$ cat src/rtl/phys_free_list_if.sv
// Rename/commit-side port bundle of the physical register free list.
// The master side is the rename/commit logic; the slave side is the free list itself.
interface phys_free_list_if #(
  parameter int NUM_ARCH = 32,
  parameter int PREG_W   = 6
);
  logic                       tFL_free_flag_IN;
  logic [PREG_W-1:0]          tFL_free_id_IN;
  logic                       tFL_alloc_req_IN;
  logic [PREG_W-1:0]          fFL_alloc_id_OUT;
  logic                       fFL_alloc_valid_OUT;
  logic                       tFL_recover_IN;
  logic [NUM_ARCH*PREG_W-1:0] tFL_retRat_IN;
  logic [PREG_W:0]            fFL_count_OUT;
  logic                       fFL_busy_OUT;
  logic                       fFL_overflow_OUT;

  modport master (
    output tFL_free_flag_IN, tFL_free_id_IN, tFL_alloc_req_IN, tFL_recover_IN, tFL_retRat_IN,
    input  fFL_alloc_id_OUT, fFL_alloc_valid_OUT, fFL_count_OUT, fFL_busy_OUT, fFL_overflow_OUT
  );
  modport slave (
    input  tFL_free_flag_IN, tFL_free_id_IN, tFL_alloc_req_IN, tFL_recover_IN, tFL_retRat_IN,
    output fFL_alloc_id_OUT, fFL_alloc_valid_OUT, fFL_count_OUT, fFL_busy_OUT, fFL_overflow_OUT
  );
endinterface

$ cat src/rtl/phys_free_list.sv
// Circular free list of physical register IDs. A recover pulse rebuilds the list
// by scanning every ID and keeping only those absent from the latched RetRat.
module phys_free_list #(
  parameter int NUM_PHYS = 64,
  parameter int NUM_ARCH = 32,
  parameter int PREG_W   = 6
) (
  input  logic             CLK,
  input  logic             RESET,
  input  logic             FREEZE,
  phys_free_list_if.slave  bus
);
  typedef enum logic {S_IDLE = 1'b0, S_RECOVER = 1'b1} state_t;

  localparam logic [PREG_W:0]   FULL     = (PREG_W+1)'(NUM_PHYS);
  localparam logic [PREG_W:0]   INIT_CNT = (PREG_W+1)'(NUM_PHYS - NUM_ARCH);
  localparam logic [PREG_W-1:0] LAST_ID  = PREG_W'(NUM_PHYS - 1);

  state_t                             state_q, state_d;
  logic [PREG_W:0]                    scan_q, scan_d;
  logic [PREG_W-1:0]                  head_q, head_d, tail_q, tail_d;
  logic [PREG_W:0]                    count_q, count_d;
  logic [NUM_PHYS-1:0][PREG_W-1:0]    mem_q, mem_d;
  logic [NUM_ARCH-1:0][PREG_W-1:0]    rat_q, rat_d;
  logic                               ovf_q, ovf_d;

  logic              alloc_ok, free_ok, hit;
  logic [PREG_W-1:0] scan_id;

  // state register
  always_ff @(posedge CLK) begin
    if (!RESET) begin
      state_q <= S_IDLE;
      scan_q  <= '0;
      head_q  <= '0;
      tail_q  <= INIT_CNT[PREG_W-1:0];
      count_q <= INIT_CNT;
      ovf_q   <= 1'b0;
      for (int i = 0; i < NUM_PHYS; i++)
        mem_q[i] <= (i < NUM_PHYS - NUM_ARCH) ? PREG_W'(i + NUM_ARCH) : '0;
      for (int r = 0; r < NUM_ARCH; r++)
        rat_q[r] <= PREG_W'(r);
    end else begin
      state_q <= state_d;
      scan_q  <= scan_d;
      head_q  <= head_d;
      tail_q  <= tail_d;
      count_q <= count_d;
      ovf_q   <= ovf_d;
      mem_q   <= mem_d;
      rat_q   <= rat_d;
    end
  end

  assign scan_id = scan_q[PREG_W-1:0];

  always_comb begin
    hit = 1'b0;
    for (int r = 0; r < NUM_ARCH; r++)
      if (rat_q[r] == scan_id) hit = 1'b1;
  end

  // next-state and datapath
  always_comb begin
    state_d  = state_q;
    scan_d   = scan_q;
    head_d   = head_q;
    tail_d   = tail_q;
    count_d  = count_q;
    ovf_d    = ovf_q;
    mem_d    = mem_q;
    rat_d    = rat_q;
    alloc_ok = 1'b0;
    free_ok  = 1'b0;
    if (!FREEZE) begin
      if (bus.tFL_recover_IN) begin
        state_d = S_RECOVER;
        scan_d  = '0;
        head_d  = '0;
        tail_d  = '0;
        count_d = '0;
        for (int r = 0; r < NUM_ARCH; r++)
          rat_d[r] = bus.tFL_retRat_IN[(NUM_ARCH-1-r)*PREG_W +: PREG_W];
      end else if (state_q == S_RECOVER) begin
        if (!hit) begin
          mem_d[tail_q] = scan_id;
          tail_d        = tail_q + PREG_W'(1);
          count_d       = count_q + (PREG_W+1)'(1);
        end
        scan_d = scan_q + (PREG_W+1)'(1);
        if (scan_id == LAST_ID) state_d = S_IDLE;
      end else begin
        // count checks use the pre-edge value: no free-to-alloc bypass
        alloc_ok = bus.tFL_alloc_req_IN && (count_q != '0);
        free_ok  = bus.tFL_free_flag_IN && (count_q < FULL);
        if (bus.tFL_free_flag_IN && !free_ok) ovf_d = 1'b1;
        if (alloc_ok) head_d = head_q + PREG_W'(1);
        if (free_ok) begin
          mem_d[tail_q] = bus.tFL_free_id_IN;
          tail_d        = tail_q + PREG_W'(1);
        end
        if (free_ok && !alloc_ok)      count_d = count_q + (PREG_W+1)'(1);
        else if (alloc_ok && !free_ok) count_d = count_q - (PREG_W+1)'(1);
      end
    end
  end

  // outputs
  always_comb begin
    bus.fFL_alloc_id_OUT    = mem_q[head_q];
    bus.fFL_alloc_valid_OUT = (state_q == S_IDLE) && (count_q != '0);
    bus.fFL_count_OUT       = count_q;
    bus.fFL_busy_OUT        = (state_q == S_RECOVER);
    bus.fFL_overflow_OUT    = ovf_q;
  end
endmodule

$ cat src/flat_wrapper.sv
// flat-port wrapper written by rule: the top's interface ports become plain ports
module phys_free_list_flat 
#(
  parameter int NUM_PHYS = 64,
  parameter int NUM_ARCH = 32,
  parameter int PREG_W   = 6
)
  (CLK, RESET, FREEZE, bus_tFL_free_flag_IN, bus_tFL_free_id_IN, bus_tFL_alloc_req_IN, bus_tFL_recover_IN, bus_tFL_retRat_IN, bus_fFL_alloc_id_OUT, bus_fFL_alloc_valid_OUT, bus_fFL_count_OUT, bus_fFL_busy_OUT, bus_fFL_overflow_OUT);
  phys_free_list_if #(.NUM_ARCH(NUM_ARCH), .PREG_W(PREG_W)) bus_i ();
  input  logic CLK;
  input  logic RESET;
  input  logic FREEZE;
  input wire logic [$bits(bus_i.tFL_free_flag_IN)-1:0] bus_tFL_free_flag_IN;
  input wire logic [$bits(bus_i.tFL_free_id_IN)-1:0] bus_tFL_free_id_IN;
  input wire logic [$bits(bus_i.tFL_alloc_req_IN)-1:0] bus_tFL_alloc_req_IN;
  input wire logic [$bits(bus_i.tFL_recover_IN)-1:0] bus_tFL_recover_IN;
  input wire logic [$bits(bus_i.tFL_retRat_IN)-1:0] bus_tFL_retRat_IN;
  output wire logic [$bits(bus_i.fFL_alloc_id_OUT)-1:0] bus_fFL_alloc_id_OUT;
  output wire logic [$bits(bus_i.fFL_alloc_valid_OUT)-1:0] bus_fFL_alloc_valid_OUT;
  output wire logic [$bits(bus_i.fFL_count_OUT)-1:0] bus_fFL_count_OUT;
  output wire logic [$bits(bus_i.fFL_busy_OUT)-1:0] bus_fFL_busy_OUT;
  output wire logic [$bits(bus_i.fFL_overflow_OUT)-1:0] bus_fFL_overflow_OUT;
  assign bus_i.tFL_free_flag_IN = bus_tFL_free_flag_IN;
  assign bus_i.tFL_free_id_IN = bus_tFL_free_id_IN;
  assign bus_i.tFL_alloc_req_IN = bus_tFL_alloc_req_IN;
  assign bus_i.tFL_recover_IN = bus_tFL_recover_IN;
  assign bus_i.tFL_retRat_IN = bus_tFL_retRat_IN;
  assign bus_fFL_alloc_id_OUT = bus_i.fFL_alloc_id_OUT;
  assign bus_fFL_alloc_valid_OUT = bus_i.fFL_alloc_valid_OUT;
  assign bus_fFL_count_OUT = bus_i.fFL_count_OUT;
  assign bus_fFL_busy_OUT = bus_i.fFL_busy_OUT;
  assign bus_fFL_overflow_OUT = bus_i.fFL_overflow_OUT;
  phys_free_list #(.NUM_PHYS(NUM_PHYS), .NUM_ARCH(NUM_ARCH), .PREG_W(PREG_W)) u_core (.CLK(CLK), .RESET(RESET), .FREEZE(FREEZE), .bus(bus_i));
endmodule
$ cat config.mk
export PLATFORM = sky130hd
export DESIGN_NAME = phys_free_list_flat
export DESIGN_NICKNAME = d
export VERILOG_FILES = /design/src/rtl/phys_free_list_if.sv /design/src/rtl/phys_free_list.sv /design/src/flat_wrapper.sv
export SDC_FILE = /design/constraint.sdc
export NUM_CORES = 1
export LEC_CHECK = 0
export ABC_AREA = 1
export CAP_MARGIN = 20
export CORE_MARGIN = 4
export CORE_UTILIZATION = 50
export DETAILED_ROUTE_END_ITERATION = 10
export PLACE_DENSITY_LB_ADDON = 0.08
export SLEW_MARGIN = 20
export SYNTH_ARGS = -nofsm -noshare
export SYNTH_HDL_FRONTEND = slang
export SYNTH_SLANG_ARGS = --single-unit
$ cat constraint.sdc
create_clock -name CLK -period 4.7 [get_ports CLK]
set_input_delay 0.94 -clock CLK [delete_from_list [all_inputs] [get_ports CLK]]
set_output_delay 0.94 -clock CLK [all_outputs]
set_load 0.02 [all_outputs]
==> impl_results.md, run 1 <==
* Die Y-Extent at about 260 um
* TritonCTS clock tree: yes
* Synth cell types at 34
* Critical path buffer and inverter count at 3
* Placer Congestion at 0.888
* Row cnt at just over 90
* Hold Path Origin: u_core.mem_q[154]
* IR drop worst, VDD at 225 uV
* WP data required at 3.76 ns
* Max-capacitance violation count at 0
* Sw Ratio at 0.270
* Synthesized area at about 32000 um^2
* Reg-to-reg setup timing slack at 0.87 ns
* R2R cell count at 15
* Sw power at 3.39 mW
* Final period utilization at 0.984
* # IOs at between 200 and 250
* Vias per cell at ~5.4
* Ratio of cells with drive above 1 in the final layout at 0.0547
* Cts bufs inserted at 69
* Synthesized net count at about 5200
* Clk_lat worst skew at 0.61 ns
* Sequential share of the synthesized area at 0.377
* Post CTS Setup Buffer Count at 0
* Top_reg_cell synth: dfxtp_1
* Final wirelength at 104 mm
* Worst relative slew slack at 0.237
* TNS Setup at 0 ns
* Count of flip-flops with a built-in enable after synthesis at 0
* Worst Hold Depth at 2
* Die Wd at 261 um
* Worst Skew at 0.0189 ns
* Initial antenna violation count at 3
* Die Area at just under 70000 um^2
* P_int at 9.15 mW
* DRT iter0 DRCs at 3290
* CP Class: reg -> out
* PortBufs at around 220
* RR Endpoint: u_core.mem_q[188]
* Synth Area in Compound Gates at 0.115
* # setup viols final at 0
* Post-DRT Antenna Nets at 0
* Post-synthesis mux area share at 0
* Xor/xnor share of the synthesized area at 0.0131
* Pwr Density at roughly 340 nW/um^2
* HP Class: reg -> reg
* Core Footprint at 63300 um^2
* Final Hold Vio Count at 0
* Max Slew Vio Count at 0
* Starting Density at 0.506
* CTS Buffer Depth at 3
* Simple-gate area share of the yosys netlist at 0.367
* RSZ-0062 raised after global routing: no
* Vias in the first global route at roughly 29000
* Seq cells post-synth at about 600
* Outcome: finished clean
* Routed vias at between 30000 and 40000
* Clk slew on worst S/H paths at roughly 0.060 ns
* CP max FO at 38
* Slowest CP cell: o311ai_0
* Fill count at between 6000 and 7000
* Leakage power total at 16.5 nW
* Cts hold-fix bufs at 0
* Asr flop ratio synth at 0
* Startpoint type of the worst setup path: flop
* Number of stages on the worst setup path at 10
* Hpwl dp at 65.9 mm
* Clock sinks at 603
* H-tree level count at 3
* Syn Inst Count at 5024
* Number of remaining DRC errors at 0
* Largest family of logic cells by synthesized area: simple AND/OR/NAND/NOR gates
* Worst Tran Pin Value at 1.14 ns
* Tmin final at 4.62 ns
* Root buffer cell: clkbuf_16
* Syn Area/Cell at 6.38 um^2
* Synth warn at 0
* GR Util All Layers at 0.295
* Crit-path cells: inv_2, buf_12, a21oi_1, o21ai_0, nand3_1, nand3_1, nand2_1, o311ai_0, nand2_1, clkdlybuf4s50_1
* Final nets at ~5300
* Clk network pwr share at 0.452
* Critical path arrival at 3.68 ns
* Setup crit end kind: primary output
* Logic pwr share at 0.123
* Post-synthesis adder-cell area fraction at 0.00234
* Delay-heaviest family, CP: buffers and inverters
* Synth-to-Final Area Change at 15.8%
* DR WL/cell at 17.5 um
* First-pass GRT wire length at 162 mm
* F_max at between 0.2 and 0.25 GHz
* Drt first pass iters at 5
* Crit path largest cell delay at 0.69 ns
* Seq pwr share at 0.425
* Hold Path Sink: u_core.mem_q[154]
* Post-route cell area at between 30000 and 40000 um^2
* Reg2reg start: u_core.scan_q[2]
* Gr ovfl total at 0
* Largest net degree at the start of global routing at 220
* Placed inst area at 34700 um^2
==> worst reg2reg max path: cells and delay by family (launching register included) <==
kind | cells | cell delay [ns]
simple gates | 13 | 2.12
buf+inv | 2 | 0.70
flops | 1 | 0.87
==> power groups by stage <==
stage               combinational (mW)  clock, mW  sequential, mW
detailed placement                1.52          0            5.43
CTS                               1.53       5.75            5.32
finish                            1.54       5.67            5.32
global route                      1.67       5.94            5.33
global placement                  1.51          0            5.43
floorplan                        0.969          0            5.41
==> routing by layer <==
| layer | up-vias | global-route usage | part of all wire |
|---|---|---|---|
| li1 | 16179 | - | - |
| met1 | 14519 | 0.410 | 0.44 |
| met2 | 1167 | 0.470 | 0.45 |
| met3 | 195 | 0.0457 | 0.075 |
| met4 | 4 | 0.102 | 0.031 |
| met5 | - | 0 | 0.00026 |
==> state kept, by name (all words and copies together), names as in the netlist <==
signal / count
u_core.mem_q: 384
u_core.rat_q: 192
u_core.bus.fFL_count_OUT: 7
u_core.head_q: 6
u_core.scan_q: 6
u_core.tail_q: 6
u_core.bus.fFL_busy_OUT: 1
u_core.bus.fFL_overflow_OUT: 1
==> synthesized netlist by cell type, drive strengths merged, types with 2 or more instances <==
cell type	count	area share
a21oi	215	0.034
a31oi	2	0.00039
buf	123	0.022
clkbuf	228	0.027
clkinv	3	0.00035
dfxtp	603	0.38
ha	6	0.0023
inv	655	0.077
nand2	1285	0.15
nand3	341	0.065
nand3b	2	0.00047
nand4	352	0.069
nor2	675	0.079
nor3	11	0.0017
o211ai	59	0.014
o21ai	367	0.057
o221ai	6	0.0016
o22ai	31	0.0061
o311ai	7	0.0019
or2	2	0.00039
xor2	47	0.013
==> cell families after synthesis <==
group           Yosys count
simple gates           2669
flops                   603
fa+ha+maj                 6
buf+inv                1009
xor+xnor                 48
compound gates          689
==> placed cells by master (no fill, tap or decap), types with 3 or more instances in the layout <==
cell type	Yosys	routed
inv_1	651	648
clkbuf_1	228	13
o21ai_4	0	5
clkinv_2	0	6
o221ai_1	6	6
nand3_4	10	10
inv_6	0	6
nand3_2	53	53
nor2_4	0	3
xor2_1	47	47
buf_4	34	62
nor2_1	675	672
ha_1	6	6
o21ai_0	357	353
nor3_1	11	11
o21ai_1	10	9
o211ai_1	59	59
inv_2	4	5
clkdlybuf4s50_1	0	218
o311ai_0	7	6
clkinvlp_4	0	3
o22ai_1	31	31
clkbuf_16	0	72
clkbuf_8	0	20
nand2_1	1284	1284
dfxtp_1	603	600
a21oi_1	215	215
buf_12	0	21
nand4_1	352	352
nand3_1	278	278
bufinv_16	0	5
==> timing repair <==
item	4_1_cts	5_1_grt
setup endpoints to repair	0	3
hold endpoints to repair	0	0
resized for setup	0	3
==> worst max-delay path by stage <==
stage	end	slack, ns	start
after floorplan	bus_fFL_alloc_id_OUT[2]	1.91	u_core.head_q[1]
after global placement	bus_fFL_alloc_id_OUT[5]	0.74	u_core.head_q[0]
after detailed placement	bus_fFL_alloc_id_OUT[2]	0.74	u_core.head_q[1]
after CTS	bus_fFL_alloc_id_OUT[2]	0.08	u_core.head_q[1]
after global routing	bus_fFL_alloc_id_OUT[5]	0.01	u_core.head_q[1]
final	bus_fFL_alloc_id_OUT[5]	0.08	u_core.head_q[1]
==> layout make-up <==
class,count,area [um^2],share of cell area
Multi-Input combinational cell,3412,16000,0.432
Sequential cell,603,12100,0.326
Timing Repair Buffer,302,3080,0.0831
Inverter,658,2480,0.0669
Clock buffer,105,2130,0.0573
Tap cell,846,1060,0.0285
Clock inverter,18,246,0.00664
Antenna cell,1,2.50,0.0000674
==> stage by stage <==
step | cells | hold slack, ns | util | power, mW | setup slack (ns)
final | 5945 | 0.451 | 0.586 | 12.5 | 0.0774
after global routing | 5944 | 0.471 | 0.586 | 12.9 | 0.00998
after CTS | 5944 | 0.454 | 0.586 | 12.6 | 0.0799
after detailed placement | 5821 | 0.440 | 0.549 | 6.95 | 0.735
after global placement | 5821 | 0.434 | 0.549 | 6.94 | 0.739
after floorplan | 5024 | 0.424 | - | 6.38 | 1.91
No activity file was read; power rests on OpenSTA's default activity.
==> run 2, diff against run 1 <==
ABC_AREA = not set   (was 1)
ABC_CLOCK_PERIOD_IN_PS = 4700   (was not set)
==> run 2 against run 1 <==
Compared with the run above: global-route usage shrank 2.5 points; non-clock buffer count down 27; worst hold slack better by 0.0054 ns; die area is 11% lower; clock power fell by 9.2%; critical path depth decreased by 5; utilization grew 0.52 points; power decreased by 9.0%.
==> impl_results.md, run 2 <==
* Post-synth top cells: nand2_1 (682), dfxtp_1 (603), mux2i_1 (389)
* TritonCTS clock tree: yes
* Initial antenna violation count at 2
* Max FFs per register at 384
* Syn Inst Count at 2848
* Final Hold Vio Count at 0
* Seq cells post-synth at 603
* # IOs at 220
* Multi-input gate area at 15300 um^2
* DRT iter0 DRCs at between 1500 and 2000
* TNS Setup at 0 ns
* Final wirelength at 83.5 mm
* Root buffer cell: clkbuf_16
* Top_reg_cell synth: dfxtp_1
* Fin util at 0.591
* Synth-to-Final Area Change at 17.3%
* Synthesized net count at 3058
* Post-synthesis adder-cell area fraction at 0.00264
* Worst relative slew slack at 0.227
* Worst setup margin at 0.136 ns
* Syn Area/Cell at approximately 10 um^2
* Clk slew on worst S/H paths at 0.06 ns
* Cts bufs inserted at between 60 and 70
* Pwr Density at 342 nW/um^2
* Register area at 12100 um^2
* Most frequent cells in the layout: nand2_1 (680), dfxtp_1 (593), mux2i_1 (389)
* # setup viols final at 0
* Startpoint type of the worst setup path: flop
* Most common cell after layout, fill and taps aside: nand2_1
* Placer Congestion at 0.856
* Worst Skew at around 0.018 ns
* Reg2reg start: u_core.scan_q[3]
* IR drop worst, VDD at 295 uV
* Synth cell types at 62
* Gr ovfl total at 0
* WP data required at approximately 3.8 ns
* HP Class: reg -> reg
* Largest family of logic cells by synthesized area: multiplexers
* Hpwl dp at 56.0 mm
* First-pass GRT wire length at 129 mm
* Synth Area in Compound Gates at 0.0783
* Synthesized area at 28400 um^2
* Vias per cell at about 5.8
* Clock sinks at 603
* Final nets at 3158
* Sequential share of the synthesized area at 0.425
* CP max FO at between 60 and 70
* Placed Cells at 3634
* Critical path arrival at around 3.6 ns
* Row cnt at 87
* RSZ-0062 raised after global routing: no
* Setup crit end kind: primary output
* GR Util All Layers at 0.271
* DR WL/cell at 22.3 um
* Reg-to-reg setup timing slack at approximately 1.0 ns
* Max Slew Vio Count at 0
* Outcome: finished clean
* Post-DRT Antenna Nets at 0
* Starting Density at 0.504
* Vias in the first global route at 21636
* Fin cells at 3749
* Xor/xnor share of the synthesized area at 0.0626
* Ratio of cells with drive above 1 in the final layout at 0.126
* Clk_lat worst skew at 0.60 ns
* Post-place setup slack at 0.722 ns
* Tmin final at 4.56 ns
* R2R cell count at 11
* Post CTS Setup Buffer Count at 0
* Hold Path Origin: u_core.mem_q[336]
* Fill count at approximately 4800
* RR Endpoint: u_core.mem_q[307]
* Cts hold-fix bufs at 0
* Most area-consuming cells after synthesis: dfxtp_1 (42%), mux2i_1 (14%), mux4_2 (10%)
* CTS resizes at 0
* Hold Path Sink: u_core.mem_q[336]
* Largest net degree at the start of global routing at 196
* Most common cell in the synthesized netlist: nand2_1
* Yosys top cell area share at 0.425
* Asr flop ratio synth at 0
* Worst Tran Pin Value at 1.16 ns
* Number of remaining DRC errors at 0
* Leakage power total at 14.1 nW
* Cell taking the most area after synthesis: dfxtp_1
* Routed vias at 21663
* Die Y-Extent at 246 um
* Simple-gate area share of the yosys netlist at 0.153
* Drt first pass iters at 5
* Count of flip-flops with a built-in enable after synthesis at 0
* CTS Buffer Depth at 3
* Synth warn at 0
* CP Class: reg -> out
* Die Area at slightly above 60000 um^2
* Die Wd at 246 um
* Post-synthesis mux area share at 0.238
* Final period utilization at 0.971
* PortBufs at 219
* Overall power at 11.4 mW
* Core Footprint at around 56000 um^2
* Top reg by flops: u_core.mem_q
* F_max at between 0.2 and 0.25 GHz
* Worst Hold Depth at 2
* Max-capacitance violation count at 0
* H-tree level count at 3
==> run 2: changes by cell type after synthesis, sizes merged, moves of 57 or more <==
cell	previous run	this run
mux2i	0	389
mux4	0	126
inv	655	7
a21oi	215	131
o21ai	367	9
nor2	675	147
xnor2	1	137
nand2	1285	682
o211ai	59	1
clkbuf	228	171
nand4	352	46
nand3	341	90
==> run 2: metrics by stage <==
stage | instance area [um^2] | hold WS, ns
after global placement | 31200 | 0.442
after floorplan | 28400 | 0.436
after global routing | 33300 | 0.476
after CTS | 33300 | 0.460
final | 33300 | 0.456
after detailed placement | 31200 | 0.449
==> run 2: worst max-delay path by stage <==
| stage | start | end | slack [ns] |
|---|---|---|---|
| 6_report | u_core.head_q[0] | bus_fFL_alloc_id_OUT[1] | 0.14 |
| 5_1_grt | u_core.head_q[0] | bus_fFL_alloc_id_OUT[1] | 0.004 |
| 4_1_cts | u_core.head_q[0] | bus_fFL_alloc_id_OUT[1] | 0.09 |
| 3_5_place_dp | u_core.head_q[0] | bus_fFL_alloc_id_OUT[1] | 0.72 |
| 3_3_place_gp | u_core.head_q[0] | bus_fFL_alloc_id_OUT[1] | 0.75 |
| 2_1_floorplan | u_core.head_q[0] | bus_fFL_alloc_id_OUT[0] | 1.04 |
==> run 2: logic make-up (layout without fill, tap and decap cells) <==
family          Yosys count  count (layout)
buf+inv                 251             395
other cells               0               1
flops                   603             603
xor+xnor                203             203
compound gates          224             224
mux                     519             519
simple gates           1042            1042
fa+ha+maj                 6               6
==> run 2: final cells by class <==
| cell class | instances | area share |
|---|---|---|
| well taps | 756 | 0.0284 |
| multi-input cells | 1994 | 0.459 |
| repair buffers | 275 | 0.0855 |
| diodes | 1 | 0.0000750 |
| inverters | 7 | 0.00101 |
| flip-flops and latches | 603 | 0.363 |
| clock inverters | 8 | 0.00289 |
| clock buffers | 105 | 0.0610 |
==> run 2: critical path: stages, from the launching register on <==
cell,delay (ns)
dfxtp_4,0.37
buf_12,0.42
mux4_2,0.59
mux4_2,0.50
mux4_2,0.53
clkdlybuf4s50_1,0.58
==> run 2: where the power goes <==
part           internal [mW]  switching [mW]
logic                  0.404           0.543
registers               5.21          0.0897
clock network           3.07            2.08
total                   8.68            2.71
==> run 2: routing by layer <==
metal / up-vias / part of all wire / GRT usage
li1: 10037 / - / -
met1: 10840 / 0.45 / 0.376
met2: 664 / 0.47 / 0.447
met3: 118 / 0.062 / 0.0408
met4: 4 / 0.023 / 0.0637
met5: - / 0.00026 / 0
